[src/rtl/mem_frame_reader_pkg.sv]
// Shared constants and types for the packet SRAM bank writer and reader:
// region map, descriptor layout, reader FSM states and the per-word tag.
package mem_frame_reader_pkg;

   localparam int pDEPTH_RAM = 4608;
   localparam int pADDR_W    = $clog2(pDEPTH_RAM);
   localparam int pRD_LAT    = 2;
   localparam int pSKID      = 4;

   localparam logic [pADDR_W-1:0] R0_BASE = pADDR_W'(0);
   localparam logic [pADDR_W-1:0] R0_TOP  = pADDR_W'(1534);
   localparam logic [pADDR_W-1:0] R1_BASE = pADDR_W'(1535);
   localparam logic [pADDR_W-1:0] R1_TOP  = pADDR_W'(3070);
   localparam logic [pADDR_W-1:0] R2_BASE = pADDR_W'(3071);
   localparam logic [pADDR_W-1:0] R2_TOP  = pADDR_W'(pDEPTH_RAM - 1);

   localparam int DESC_START_LSB = 0;
   localparam int DESC_END_LSB   = pADDR_W;
   localparam int DESC_EXTRA_LSB = 2 * pADDR_W;
   localparam int DESC_W         = 2 * pADDR_W + 2;

   typedef enum logic [1:0] {
      ST_IDLE = 2'd0,
      ST_POP  = 2'd1,
      ST_LOAD = 2'd2,
      ST_READ = 2'd3
   } rd_state_t;

   typedef struct packed {
      logic       sof;
      logic       eof;
      logic [1:0] extra;
   } tag_t;

   function automatic logic [1:0] region_of(input logic [pADDR_W-1:0] adr);
      if (adr <= R0_TOP)      return 2'd0;
      else if (adr <= R1_TOP) return 2'd1;
      else                    return 2'd2;
   endfunction

   function automatic logic [pADDR_W-1:0] region_base(input logic [1:0] rgn);
      case (rgn)
         2'd0:    return R0_BASE;
         2'd1:    return R1_BASE;
         default: return R2_BASE;
      endcase
   endfunction

   function automatic logic [pADDR_W-1:0] region_top(input logic [1:0] rgn);
      case (rgn)
         2'd0:    return R0_TOP;
         2'd1:    return R1_TOP;
         default: return R2_TOP;
      endcase
   endfunction

endpackage

[src/rtl/mem_frame_reader_if.sv]
// Reader-side bundle: descriptor FIFO pop, SRAM read port, egress stream, region release.
// Names are from the reader's view; master = the reader, slave = everything around it.
interface mem_frame_reader_if;
   import mem_frame_reader_pkg::*;

   logic                i_fifo_empty;
   logic                o_fifo_rd;
   logic [DESC_W-1:0]   i_fifo_data;
   logic [pADDR_W-1:0]  o_adr_out;
   logic                o_en_read;
   logic [31:0]         i_mem_data;
   logic [31:0]         o_data;
   logic                o_valid;
   logic                i_ready;
   logic                o_sof;
   logic                o_eof;
   logic [1:0]          o_last_bytes;
   logic                o_rel_valid;
   logic [1:0]          o_rel_region;
   logic [pADDR_W-1:0]  o_rel_adr;
   logic                o_err;

   modport master (
      input  i_fifo_empty, i_fifo_data, i_mem_data, i_ready,
      output o_fifo_rd, o_adr_out, o_en_read, o_data, o_valid, o_sof, o_eof,
             o_last_bytes, o_rel_valid, o_rel_region, o_rel_adr, o_err
   );

   modport slave (
      output i_fifo_empty, i_fifo_data, i_mem_data, i_ready,
      input  o_fifo_rd, o_adr_out, o_en_read, o_data, o_valid, o_sof, o_eof,
             o_last_bytes, o_rel_valid, o_rel_region, o_rel_adr, o_err
   );
endinterface

[src/rtl/mem_frame_reader_skid_fifo.sv]
// Small synchronous FIFO with occupancy count; data readable at the head while count != 0.
// Push when full and pop when empty are ignored; i_reset flushes the pointers.
module mem_rd_skid_fifo #(
   parameter int pDEPTH = 4,
   parameter int pWIDTH = 36,
   localparam int CW    = $clog2(pDEPTH + 1)
) (
   input  logic              i_clk,
   input  logic              i_reset,
   input  logic              i_push,
   input  logic [pWIDTH-1:0] i_din,
   input  logic              i_pop,
   output logic [pWIDTH-1:0] o_dout,
   output logic [CW-1:0]     o_count
);
   localparam int PW = (pDEPTH > 1) ? $clog2(pDEPTH) : 1;

   logic [pWIDTH-1:0] r_mem [pDEPTH];
   logic [PW-1:0]     r_wr_ptr;
   logic [PW-1:0]     r_rd_ptr;
   logic [CW-1:0]     r_count;
   logic              w_do_push;
   logic              w_do_pop;

   assign w_do_pop  = i_pop && (r_count != '0);
   assign w_do_push = i_push && ((r_count != CW'(pDEPTH)) || w_do_pop);

   always_ff @(posedge i_clk) begin
      if (i_reset) begin
         r_wr_ptr <= '0;
         r_rd_ptr <= '0;
         r_count  <= '0;
      end else begin
         if (w_do_push)
            r_wr_ptr <= (r_wr_ptr == PW'(pDEPTH - 1)) ? '0 : r_wr_ptr + 1'b1;
         if (w_do_pop)
            r_rd_ptr <= (r_rd_ptr == PW'(pDEPTH - 1)) ? '0 : r_rd_ptr + 1'b1;
         case ({w_do_push, w_do_pop})
            2'b10:   r_count <= r_count + 1'b1;
            2'b01:   r_count <= r_count - 1'b1;
            default: r_count <= r_count;
         endcase
      end
   end

   always_ff @(posedge i_clk) begin
      if (w_do_push)
         r_mem[r_wr_ptr] <= i_din;
   end

   assign o_dout  = r_mem[r_rd_ptr];
   assign o_count = r_count;
endmodule

[src/rtl/mem_frame_reader.sv]
// Pops frame descriptors, reads the frame's words from the 3-region SRAM (read latency pRD_LAT),
// and streams them through a credit-limited skid FIFO; egress stalls on i_ready, releasing a region on eof pop.
module mem_frame_reader
   import mem_frame_reader_pkg::*;
(
   input  logic               i_clk,
   input  logic               i_reset,
   mem_frame_reader_if.master bus
);
   localparam int CW     = $clog2(pSKID + 1);
   localparam int SKID_W = 32 + $bits(tag_t);
   localparam int REL_W  = 2 + pADDR_W;

   rd_state_t          r_state, w_next;
   logic [pADDR_W-1:0] r_cur, r_end, w_cur_next;
   logic [1:0]         r_extra, r_region;
   logic               r_first;
   logic [CW-1:0]      r_outst;
   logic [pRD_LAT-1:0] r_tag_vld;
   tag_t               r_tag [pRD_LAT];

   logic [pADDR_W-1:0] w_ld_start, w_ld_end;
   logic [1:0]         w_ld_extra, w_ld_region;
   logic               w_ld_bad;
   logic               w_credit, w_eof_now, w_issue, w_fifo_rd, w_err, w_arrive;
   logic [CW-1:0]      w_sk_count, w_rel_count;
   logic [SKID_W-1:0]  w_sk_dout;
   logic [REL_W-1:0]   w_rel_dout;
   tag_t               w_sk_tag;
   logic               w_sk_vld, w_pop;

   assign w_ld_start  = bus.i_fifo_data[DESC_START_LSB +: pADDR_W];
   assign w_ld_end    = bus.i_fifo_data[DESC_END_LSB +: pADDR_W];
   assign w_ld_extra  = bus.i_fifo_data[DESC_EXTRA_LSB +: 2];
   assign w_ld_region = region_of(w_ld_start);
   assign w_ld_bad    = (w_ld_start >= pADDR_W'(pDEPTH_RAM)) || (w_ld_end >= pADDR_W'(pDEPTH_RAM))
                     || (region_of(w_ld_end) != w_ld_region);

   // Everything issued but not yet popped on egress must fit in the skid FIFO.
   assign w_credit   = ({1'b0, r_outst} + {1'b0, w_sk_count}) < (CW + 1)'(pSKID);
   assign w_eof_now  = (r_cur == r_end);
   assign w_cur_next = (r_cur == region_top(r_region)) ? region_base(r_region) : r_cur + 1'b1;

   always_comb begin
      w_next    = r_state;
      w_issue   = 1'b0;
      w_fifo_rd = 1'b0;
      w_err     = 1'b0;
      if (!i_reset) begin
         case (r_state)
            ST_IDLE: if (!bus.i_fifo_empty) w_next = ST_POP;
            ST_POP: begin
               w_fifo_rd = 1'b1;
               w_next    = ST_LOAD;
            end
            ST_LOAD: begin
               if (w_ld_bad) begin
                  w_err  = 1'b1;
                  w_next = ST_IDLE;
               end else begin
                  w_next = ST_READ;
               end
            end
            ST_READ: begin
               if (w_credit) begin
                  w_issue = 1'b1;
                  if (w_eof_now) w_next = bus.i_fifo_empty ? ST_IDLE : ST_POP;
               end
            end
            default: w_next = ST_IDLE;
         endcase
      end
   end

   always_ff @(posedge i_clk) begin
      if (i_reset) begin
         r_state  <= ST_IDLE;
         r_cur    <= '0;
         r_end    <= '0;
         r_extra  <= '0;
         r_region <= '0;
         r_first  <= 1'b0;
      end else begin
         r_state <= w_next;
         if (r_state == ST_LOAD) begin
            r_cur    <= w_ld_start;
            r_end    <= w_ld_end;
            r_extra  <= w_ld_extra;
            r_region <= w_ld_region;
            r_first  <= 1'b1;
         end else if (w_issue) begin
            r_cur   <= w_cur_next;
            r_first <= 1'b0;
         end
      end
   end

   // Tags travel alongside the SRAM read so they line up with i_mem_data.
   always_ff @(posedge i_clk) begin
      if (i_reset) begin
         r_tag_vld <= '0;
         r_outst   <= '0;
         for (int i = 0; i < pRD_LAT; i++) r_tag[i] <= '0;
      end else begin
         r_tag_vld[0] <= w_issue;
         r_tag[0]     <= '{sof: r_first, eof: w_eof_now, extra: r_extra};
         for (int i = 1; i < pRD_LAT; i++) begin
            r_tag_vld[i] <= r_tag_vld[i-1];
            r_tag[i]     <= r_tag[i-1];
         end
         if (w_issue && !w_arrive)      r_outst <= r_outst + 1'b1;
         else if (!w_issue && w_arrive) r_outst <= r_outst - 1'b1;
      end
   end

   assign w_arrive = r_tag_vld[pRD_LAT-1];

   mem_rd_skid_fifo #(.pDEPTH(pSKID), .pWIDTH(SKID_W)) u_skid (
      .i_clk   (i_clk),
      .i_reset (i_reset),
      .i_push  (w_arrive),
      .i_din   ({bus.i_mem_data, r_tag[pRD_LAT-1]}),
      .i_pop   (w_pop),
      .o_dout  (w_sk_dout),
      .o_count (w_sk_count)
   );

   // Region/end of every frame whose eof read is issued but not yet popped.
   mem_rd_skid_fifo #(.pDEPTH(pSKID), .pWIDTH(REL_W)) u_rel (
      .i_clk   (i_clk),
      .i_reset (i_reset),
      .i_push  (w_issue && w_eof_now),
      .i_din   ({r_region, r_end}),
      .i_pop   (w_pop && w_sk_tag.eof),
      .o_dout  (w_rel_dout),
      .o_count (w_rel_count)
   );

   assign w_sk_vld = (w_sk_count != '0);
   assign w_sk_tag = tag_t'(w_sk_dout[$bits(tag_t)-1:0]);
   assign w_pop    = w_sk_vld && bus.i_ready;

   assign bus.o_fifo_rd    = w_fifo_rd;
   assign bus.o_en_read    = w_issue;
   assign bus.o_adr_out    = w_issue ? r_cur : '0;
   assign bus.o_err        = w_err;
   assign bus.o_valid      = w_sk_vld;
   assign bus.o_data       = w_sk_vld ? w_sk_dout[SKID_W-1 -: 32] : '0;
   assign bus.o_sof        = w_sk_vld && w_sk_tag.sof;
   assign bus.o_eof        = w_sk_vld && w_sk_tag.eof;
   assign bus.o_last_bytes = (w_sk_vld && w_sk_tag.eof) ? w_sk_tag.extra : 2'd0;
   assign bus.o_rel_valid  = w_pop && w_sk_tag.eof && (w_rel_count != '0);
   assign bus.o_rel_region = bus.o_rel_valid ? w_rel_dout[REL_W-1 -: 2] : 2'd0;
   assign bus.o_rel_adr    = bus.o_rel_valid ? w_rel_dout[pADDR_W-1:0] : '0;
endmodule

[src/flat_wrapper.sv]
// flat-port wrapper written by rule: the top's interface ports become plain ports
module mem_frame_reader_flat import mem_frame_reader_pkg::*;
  (i_clk, i_reset, bus_i_fifo_empty, bus_i_fifo_data, bus_i_mem_data, bus_i_ready, bus_o_fifo_rd, bus_o_adr_out, bus_o_en_read, bus_o_data, bus_o_valid, bus_o_sof, bus_o_eof, bus_o_last_bytes, bus_o_rel_valid, bus_o_rel_region, bus_o_rel_adr, bus_o_err);
  mem_frame_reader_if bus_i ();
  input  logic i_clk;
  input  logic i_reset;
  input wire logic [$bits(bus_i.i_fifo_empty)-1:0] bus_i_fifo_empty;
  input wire logic [$bits(bus_i.i_fifo_data)-1:0] bus_i_fifo_data;
  input wire logic [$bits(bus_i.i_mem_data)-1:0] bus_i_mem_data;
  input wire logic [$bits(bus_i.i_ready)-1:0] bus_i_ready;
  output wire logic [$bits(bus_i.o_fifo_rd)-1:0] bus_o_fifo_rd;
  output wire logic [$bits(bus_i.o_adr_out)-1:0] bus_o_adr_out;
  output wire logic [$bits(bus_i.o_en_read)-1:0] bus_o_en_read;
  output wire logic [$bits(bus_i.o_data)-1:0] bus_o_data;
  output wire logic [$bits(bus_i.o_valid)-1:0] bus_o_valid;
  output wire logic [$bits(bus_i.o_sof)-1:0] bus_o_sof;
  output wire logic [$bits(bus_i.o_eof)-1:0] bus_o_eof;
  output wire logic [$bits(bus_i.o_last_bytes)-1:0] bus_o_last_bytes;
  output wire logic [$bits(bus_i.o_rel_valid)-1:0] bus_o_rel_valid;
  output wire logic [$bits(bus_i.o_rel_region)-1:0] bus_o_rel_region;
  output wire logic [$bits(bus_i.o_rel_adr)-1:0] bus_o_rel_adr;
  output wire logic [$bits(bus_i.o_err)-1:0] bus_o_err;
  assign bus_i.i_fifo_empty = bus_i_fifo_empty;
  assign bus_i.i_fifo_data = bus_i_fifo_data;
  assign bus_i.i_mem_data = bus_i_mem_data;
  assign bus_i.i_ready = bus_i_ready;
  assign bus_o_fifo_rd = bus_i.o_fifo_rd;
  assign bus_o_adr_out = bus_i.o_adr_out;
  assign bus_o_en_read = bus_i.o_en_read;
  assign bus_o_data = bus_i.o_data;
  assign bus_o_valid = bus_i.o_valid;
  assign bus_o_sof = bus_i.o_sof;
  assign bus_o_eof = bus_i.o_eof;
  assign bus_o_last_bytes = bus_i.o_last_bytes;
  assign bus_o_rel_valid = bus_i.o_rel_valid;
  assign bus_o_rel_region = bus_i.o_rel_region;
  assign bus_o_rel_adr = bus_i.o_rel_adr;
  assign bus_o_err = bus_i.o_err;
  mem_frame_reader u_core (.i_clk(i_clk), .i_reset(i_reset), .bus(bus_i));
endmodule
[config.mk]
export PLATFORM = sky130hd
export DESIGN_NAME = mem_frame_reader_flat
export DESIGN_NICKNAME = d
export VERILOG_FILES = /design/src/rtl/mem_frame_reader_pkg.sv /design/src/rtl/mem_frame_reader_if.sv /design/src/rtl/mem_frame_reader_skid_fifo.sv /design/src/rtl/mem_frame_reader.sv /design/src/flat_wrapper.sv
export SDC_FILE = /design/constraint.sdc
export NUM_CORES = 1
export LEC_CHECK = 0
export ABC_AREA = 1
export CORE_MARGIN = 1.5
export CORE_UTILIZATION = 29
export CTS_CLUSTER_SIZE = 10
export DETAILED_ROUTE_END_ITERATION = 10
export HOLD_SLACK_MARGIN = 0.15
export PLACE_DENSITY_LB_ADDON = 0.08
export SLEW_MARGIN = 20
export SYNTH_ARGS = -nofsm -noshare
export SYNTH_HDL_FRONTEND = slang
export SYNTH_SLANG_ARGS = --single-unit
[constraint.sdc]
create_clock -name i_clk -period 3.2 [get_ports i_clk]
set_clock_uncertainty 0.05 [all_clocks]
set_input_delay 0.48 -clock i_clk [delete_from_list [all_inputs] [get_ports i_clk]]
set_output_delay 0.48 -clock i_clk [all_outputs]
set_load 0.02 [all_outputs]
==> results of run 1 <==
cell usage after synthesis (4+ instances only):
cell type	number	share of area (%)
nor3_1	14	0.61
inv_1	81	2.6
ha_1	14	1.5
a21oi_1	85	3.7
nand2_2	7	0.38
xor2_1	11	0.83
o21ai_0	143	6.2
xnor2_1	4	0.30
nand2_1	112	3.6
clkbuf_1	40	1.3
buf_4	4	0.26
nand4_1	4	0.22
inv_2	7	0.23
buf_1	4	0.13
nand3_1	22	0.95
o21ai_1	7	0.30
edfxtp_1	204	53
dfxtp_1	64	11
nor2_1	305	9.9
nor2_2	4	0.22
layer usage:
metal  up-vias  GRT usage, %  wire length (um)  share of wire [%]
met5         -             0                13              0.042
met4         2          4.66               684                2.2
met3        46          2.87              1250                4.0
met2       152          23.3             13700                 44
met1      3974          21.7             15400                 50
li1       4240             -                 -                  -
cell type report:
type                    count  area, sq um
flip-flops and latches    268         7410
well taps                 518          648
multi-input cells         759         3660
diodes                      1         2.50
inverters                  90          347
repair buffers            167         1650
clock buffers              52          960
clock inverters             3         22.5
fillers                  3898        24300
metrics by stage:
step | instances | power [mW] | hold slack (ps)
2_1_floorplan | 1167 | 5.47 | 338
3_5_place_dp | 1799 | 6.73 | 351
3_3_place_gp | 1799 | 6.74 | 354
4_1_cts | 1857 | 10.2 | 362
5_1_grt | 1858 | 10.6 | 387
6_report | 1858 | 10.0 | 356
state kept, by name, summed over array words and instances (netlist names), 3 cells and up, named ones only:
name and flops:
u_core.u_skid.o_count 3, u_core.r_cur 13, u_core.r_end 13, u_core.r_tag 8, u_core.r_outst 3, u_core.u_rel.o_count 3, u_core.u_rel.r_mem 60, u_core.u_skid.r_mem 144
worst paths after layout:
kind / start / end / slack (ps) / depth (start not counted)
setup / recovery: u_core.u_skid.o_count[0]$_SDFFE_PP0P_ / bus_o_last_bytes[1] / 180 / 6
setup reg to reg: u_core.u_skid.o_count[2]$_SDFFE_PP0P_ / u_core.r_outst[2]$_SDFFE_PP0P_ / 540 / 12
hold reg to reg: u_core.r_tag_vld[0]$_SDFF_PP0_ / u_core.r_tag_vld[1]$_SDFF_PP0_ / 360 / 2
hold / removal: u_core.r_tag_vld[0]$_SDFF_PP0_ / u_core.r_tag_vld[1]$_SDFF_PP0_ / 360 / 2
power breakdown:
part	switching, mW	internal [mW]	total, mW	leakage [nW]
Clock	1.39	2.05	3.45	0.476
Combinational	1.65	1.03	2.67	2.51
Sequential	0.111	3.82	3.93	2.37
what timing repair did:
action,CTS,global route
endpoints found under the setup margin,13,18
hold endpoints to repair,0,0
setup buffers,3,0
resized for setup,12,9
pin swaps,0,1
worst min-delay path: cells and delay by family (launching register included):
kind | cells | cell delay [ps]
flops | 1 | 290
buf+inv | 1 | 40
simple gates | 1 | 30
kinds of logic after synthesis:
group	Yosys count	share of synthesized area, %
fa+ha+maj	17	2.03
compound gates	251	11.3
buf+inv	140	4.74
xor+xnor	15	1.14
simple gates	476	16.8
flops	268	64.0
==> impl_metrics.ini, run 1 <==
[status]
status = completed

[synth]
syn_inst = 1167
seq_area_frac_synth_pct = 64.0
synthFlopType = edfxtp_1
synth-seq-cells = 268
synth-edff-count = 204
synth_area_sq_mm = 0.0116
syn-num-nets = 1248
syn-mean-instance-area_sq_um = 9.91
yosysWarnings = 0
synth.distinct_cells = 39
async_flop_share_pct = 0

[clocking]
cts-htree-levels = 2
cts.path.max_buffers = 3
clkSlewWorstSetupHoldPaths_ps = 50
ctsHoldBuffers = 0
cts_tree = built
cts_buffers = 34
clock_latency_ps = 500
clock_sinks = 268
cts_root_buf = clkbuf_16

[layout]
final_cell_mix = nor2_1 (301), edfxtp_1 (204), o21ai_0 (143)
fin_area_sq_mm = 0.0147
layout_commonest_cell = nor2_1
area_growth_pct = 27.0
layout.nets = 1401
drive_gt1_share_pct = 8.59
post-route-util_pct = 37.7

[sta]
fin_crit_ps = 3020
fin_ws_ps = 179
post-route-period-util_pct = 94.4
hold_viol_final = 0
tightest_slew_ps = 627
slew_headroom_pct = 58.1
timing.fmax_mhz = 331
setup_viol_count_final = 0
drv_slew = 0
finalSetupTns_ps = 0

[grt]
grtUsageTotal_pct = 15.2
first_global_vias = 8343
grt_pass1_wl_um = 48200
antenna_found_initial = 2
grt_max_degree = 49
grt_overflow = 0

[power_and_ir_drop]
power_density_mw_per_mm2 = 684
power_leakage_nw = 5.35
peakVddDrop_mv = 0.312

[die]
rows = 72
ioPinCount = 133
chipHeight_um = 203
die_x_um = 203
initial_utilization_pct = 29.7
core_area_sq_mm = 0.0390
die_area_sq_mm = 0.0411

[place]
io_buffers = 132
place_ws_ps = 37.0
placed_cell_area_sq_mm = 0.0137
hpwlAfterDp_um = 19400
gp_congestion = 0.837

[critical_path]
crit_path_end_kind = output pin
max_stage_delay_ps = 570
crit_required_ps = 2670
worst-path-buf-inv = 3
crit_type = reg2out
worst_setup_path_start_kind = register
cpMaxStageDelayCell = clkdlybuf4s50_1
path_cells = nor3_4 -> buf_4 -> inv_1 -> nand2_1 -> a21oi_1 -> clkdlybuf4s50_1
worstPathArrival_ps = 2490
crit_fanout = 22
cp_top_family = buffers and inverters

[drt]
dr.pass1.iters = 5
wirelength_um = 31000
route.detailed.drc = 0
num_vias = 8414
drt_iter0_markers = 452
via_per_inst = 4.53
antenna_left = 0
wire_per_inst_um = 16.7

[hold_path]
min_path_type = reg2reg

[run]
cap_violations = 0
Note: power is estimated with default switching activity, not from simulation.
==> run 2: changes to the inputs <==
--- a/config.mk
+++ b/config.mk
@@ -6,8 +6,8 @@
 export NUM_CORES = 1
 export LEC_CHECK = 0
 export ABC_AREA = 1
-export CORE_MARGIN = 1.5
-export CORE_UTILIZATION = 29
+export CORE_MARGIN = 5
+export CORE_UTILIZATION = 55
 export CTS_CLUSTER_SIZE = 10
 export DETAILED_ROUTE_END_ITERATION = 10
 export HOLD_SLACK_MARGIN = 0.15
==> impl_metrics.ini, run 2 (synthesis gave the netlist of run 1 again) <==
[critical_path]
rr_endpoint = u_core.r_outst[2]$_SDFFE_PP0P_
crit_required_ps = 2670
worstPathArrival_ps = 2540
crit_end = bus_o_en_read
crit_type = reg2out
r2r-start = u_core.u_skid.o_count[2]$_SDFFE_PP0P_
worst_setup_path_start_kind = register
rr_worst_depth = 12
rrSetupSlack_ps = 510
crit_path_end_kind = output pin
crit_start = u_core.u_skid.o_count[2]$_SDFFE_PP0P_
crit_fanout = 9

[drt]
wirelength_um = 26200
wire_per_inst_um = 16.3
num_vias = 8531
dr.pass1.iters = 5
drt_iter0_markers = 634
via_per_inst = 5.31
wl_met2_um = 12600
wl_met1_um = 11800
antenna_left = 0
route.met3.wl_um = 1340
route.detailed.drc = 0
highest_layer = met4

[place]
hpwlAfterDp_um = 16500
io_buffers = 132
gp_congestion = 0.952
place_ws_ps = 127

[status]
status = completed

[grt]
grt_pass1_wl_um = 41400
first_global_vias = 8171
grt_overflow = 0
antenna_found_initial = 0
grtUsageTotal_pct = 21.3
grt_max_degree = 47

[layout]
post-route-util_pct = 68.3
layout.nets = 1391
area_growth_pct = 23.3
drive_gt1_share_pct = 7.28
n_antenna_cell = 0
regMostFlops = u_core.u_skid.r_mem
reg_top3 = u_core.u_skid.r_mem (144), u_core.u_rel.r_mem (60)
layout_commonest_cell = nor2_1
largest_reg_flops = 144
final_cell_mix = nor2_1 (300), edfxtp_1 (204), o21ai_0 (143)

[sta]
setup_viol_count_final = 0
post-route-period-util_pct = 96.0
fin_ws_ps = 128
slew_headroom_pct = 62.4
hold_viol_final = 0
fin_crit_ps = 3070
tightest_slew_ps = 560
timing.fmax_mhz = 326
drv_slew = 0

[die]
die_x_um = 155
chipHeight_um = 155
ioPinCount = 133
core_area_sq_mm = 0.0209
initial_utilization_pct = 55.4
die_area_sq_mm = 0.0240
rows = 53

[clocking]
cts_tree = built
cts_root_buf = clkbuf_16
clkSlewWorstSetupHoldPaths_ps = 50
clock_sinks = 268
cts_buffers = 30
ctsHoldBuffers = 0
cts-htree-levels = 1
cts.path.max_buffers = 3
clock_latency_ps = 550

[power_and_ir_drop]
power_leakage_nw = 5.47
power_density_mw_per_mm2 = 669
peakVddDrop_mv = 0.545

[hold_path]
min_path_type = reg2reg

[run]
cap_violations = 0
[run 2: cell count changes in the layout (fill, tap and decap cells not counted), moves of 5 or more]
cell	previous run	this run
buf_4	29	20
clkbuf_1	15	24
clkbuf_16	35	30
clkdlybuf4s50_1	117	105
dlymetal6s2s_1	4	14
[run 2: report_power, final]
| part | internal, mW | switching, mW | leakage (nW) |
|---|---|---|---|
| registers | 3.82 | 0.116 | 2.37 |
| logic | 1.02 | 1.58 | 2.69 |
| clock network | 1.76 | 1.25 | 0.409 |
| total | 6.59 | 2.95 | 5.47 |
[run 2: per-stage QoR]
stage / TNS [ps] / instance area [sq um] / hold slack [ps] / std cells / total power, mW
CTS: 0 / 14200 / 348 / 1608 / 9.63
detailed placement: 0 / 13300 / 343 / 1550 / 6.59
finish: 0 / 14300 / 350 / 1608 / 9.54
global placement: 0 / 13300 / 343 / 1550 / 6.56
global route: -0.399 / 14300 / 375 / 1608 / 10.0
floorplan: 0 / 11600 / 338 / 1167 / 5.47
[run 2: area by class of cell]
type / count / area, sq um
multi-input combinational: 759 / 3650
sequential: 268 / 7410
timing repair buffer: 161 / 1650
clock inverter: 1 / 30.0
fill: 1620 / 6620
tap: 275 / 344
inverter: 90 / 349
clock buffer: 54 / 841
[run 2: how the worst min path moves through the flow]
stage                                    from                              to  slack [ps]  depth (start not counted)
6_report       u_core.r_tag_vld[0]$_SDFF_PP0_  u_core.r_tag_vld[1]$_SDFF_PP0_         350                          2
3_3_place_gp   u_core.r_tag_vld[0]$_SDFF_PP0_  u_core.r_tag_vld[1]$_SDFF_PP0_         340                          2
3_5_place_dp   u_core.r_tag_vld[0]$_SDFF_PP0_  u_core.r_tag_vld[1]$_SDFF_PP0_         340                          2
4_1_cts        u_core.r_tag_vld[0]$_SDFF_PP0_  u_core.r_tag_vld[1]$_SDFF_PP0_         350                          2
2_1_floorplan   u_core.r_tag[0][0]$_SDFF_PP0_   u_core.r_tag[0][4]$_SDFF_PP0_         340                          2
5_1_grt           u_core.r_first$_SDFFE_PP0P_   u_core.r_tag[0][3]$_SDFF_PP0_         380                          2
[run 2: metal layers]
layer	global-route usage, %	vias up
met5	0	-
met4	5.68	0
met3	2.73	33
met2	35.2	218
met1	30.3	4057
li1	-	4223
[run 2: repair_timing]
item / in CTS / in global routing
setup endpoints to repair: 30 / 21
pin swaps: 1 / 0
gates resized for setup: 15 / 19
buffers inserted: 3 / 0
[run 2: critical path: stages, from the launching register on]
cell             delay [ps]
dfxtp_1                 430
ha_1                    270
nor3_1                  190
nand2_2                 150
nor2_8                  120
buf_4                   200
clkdlybuf4s50_1         630
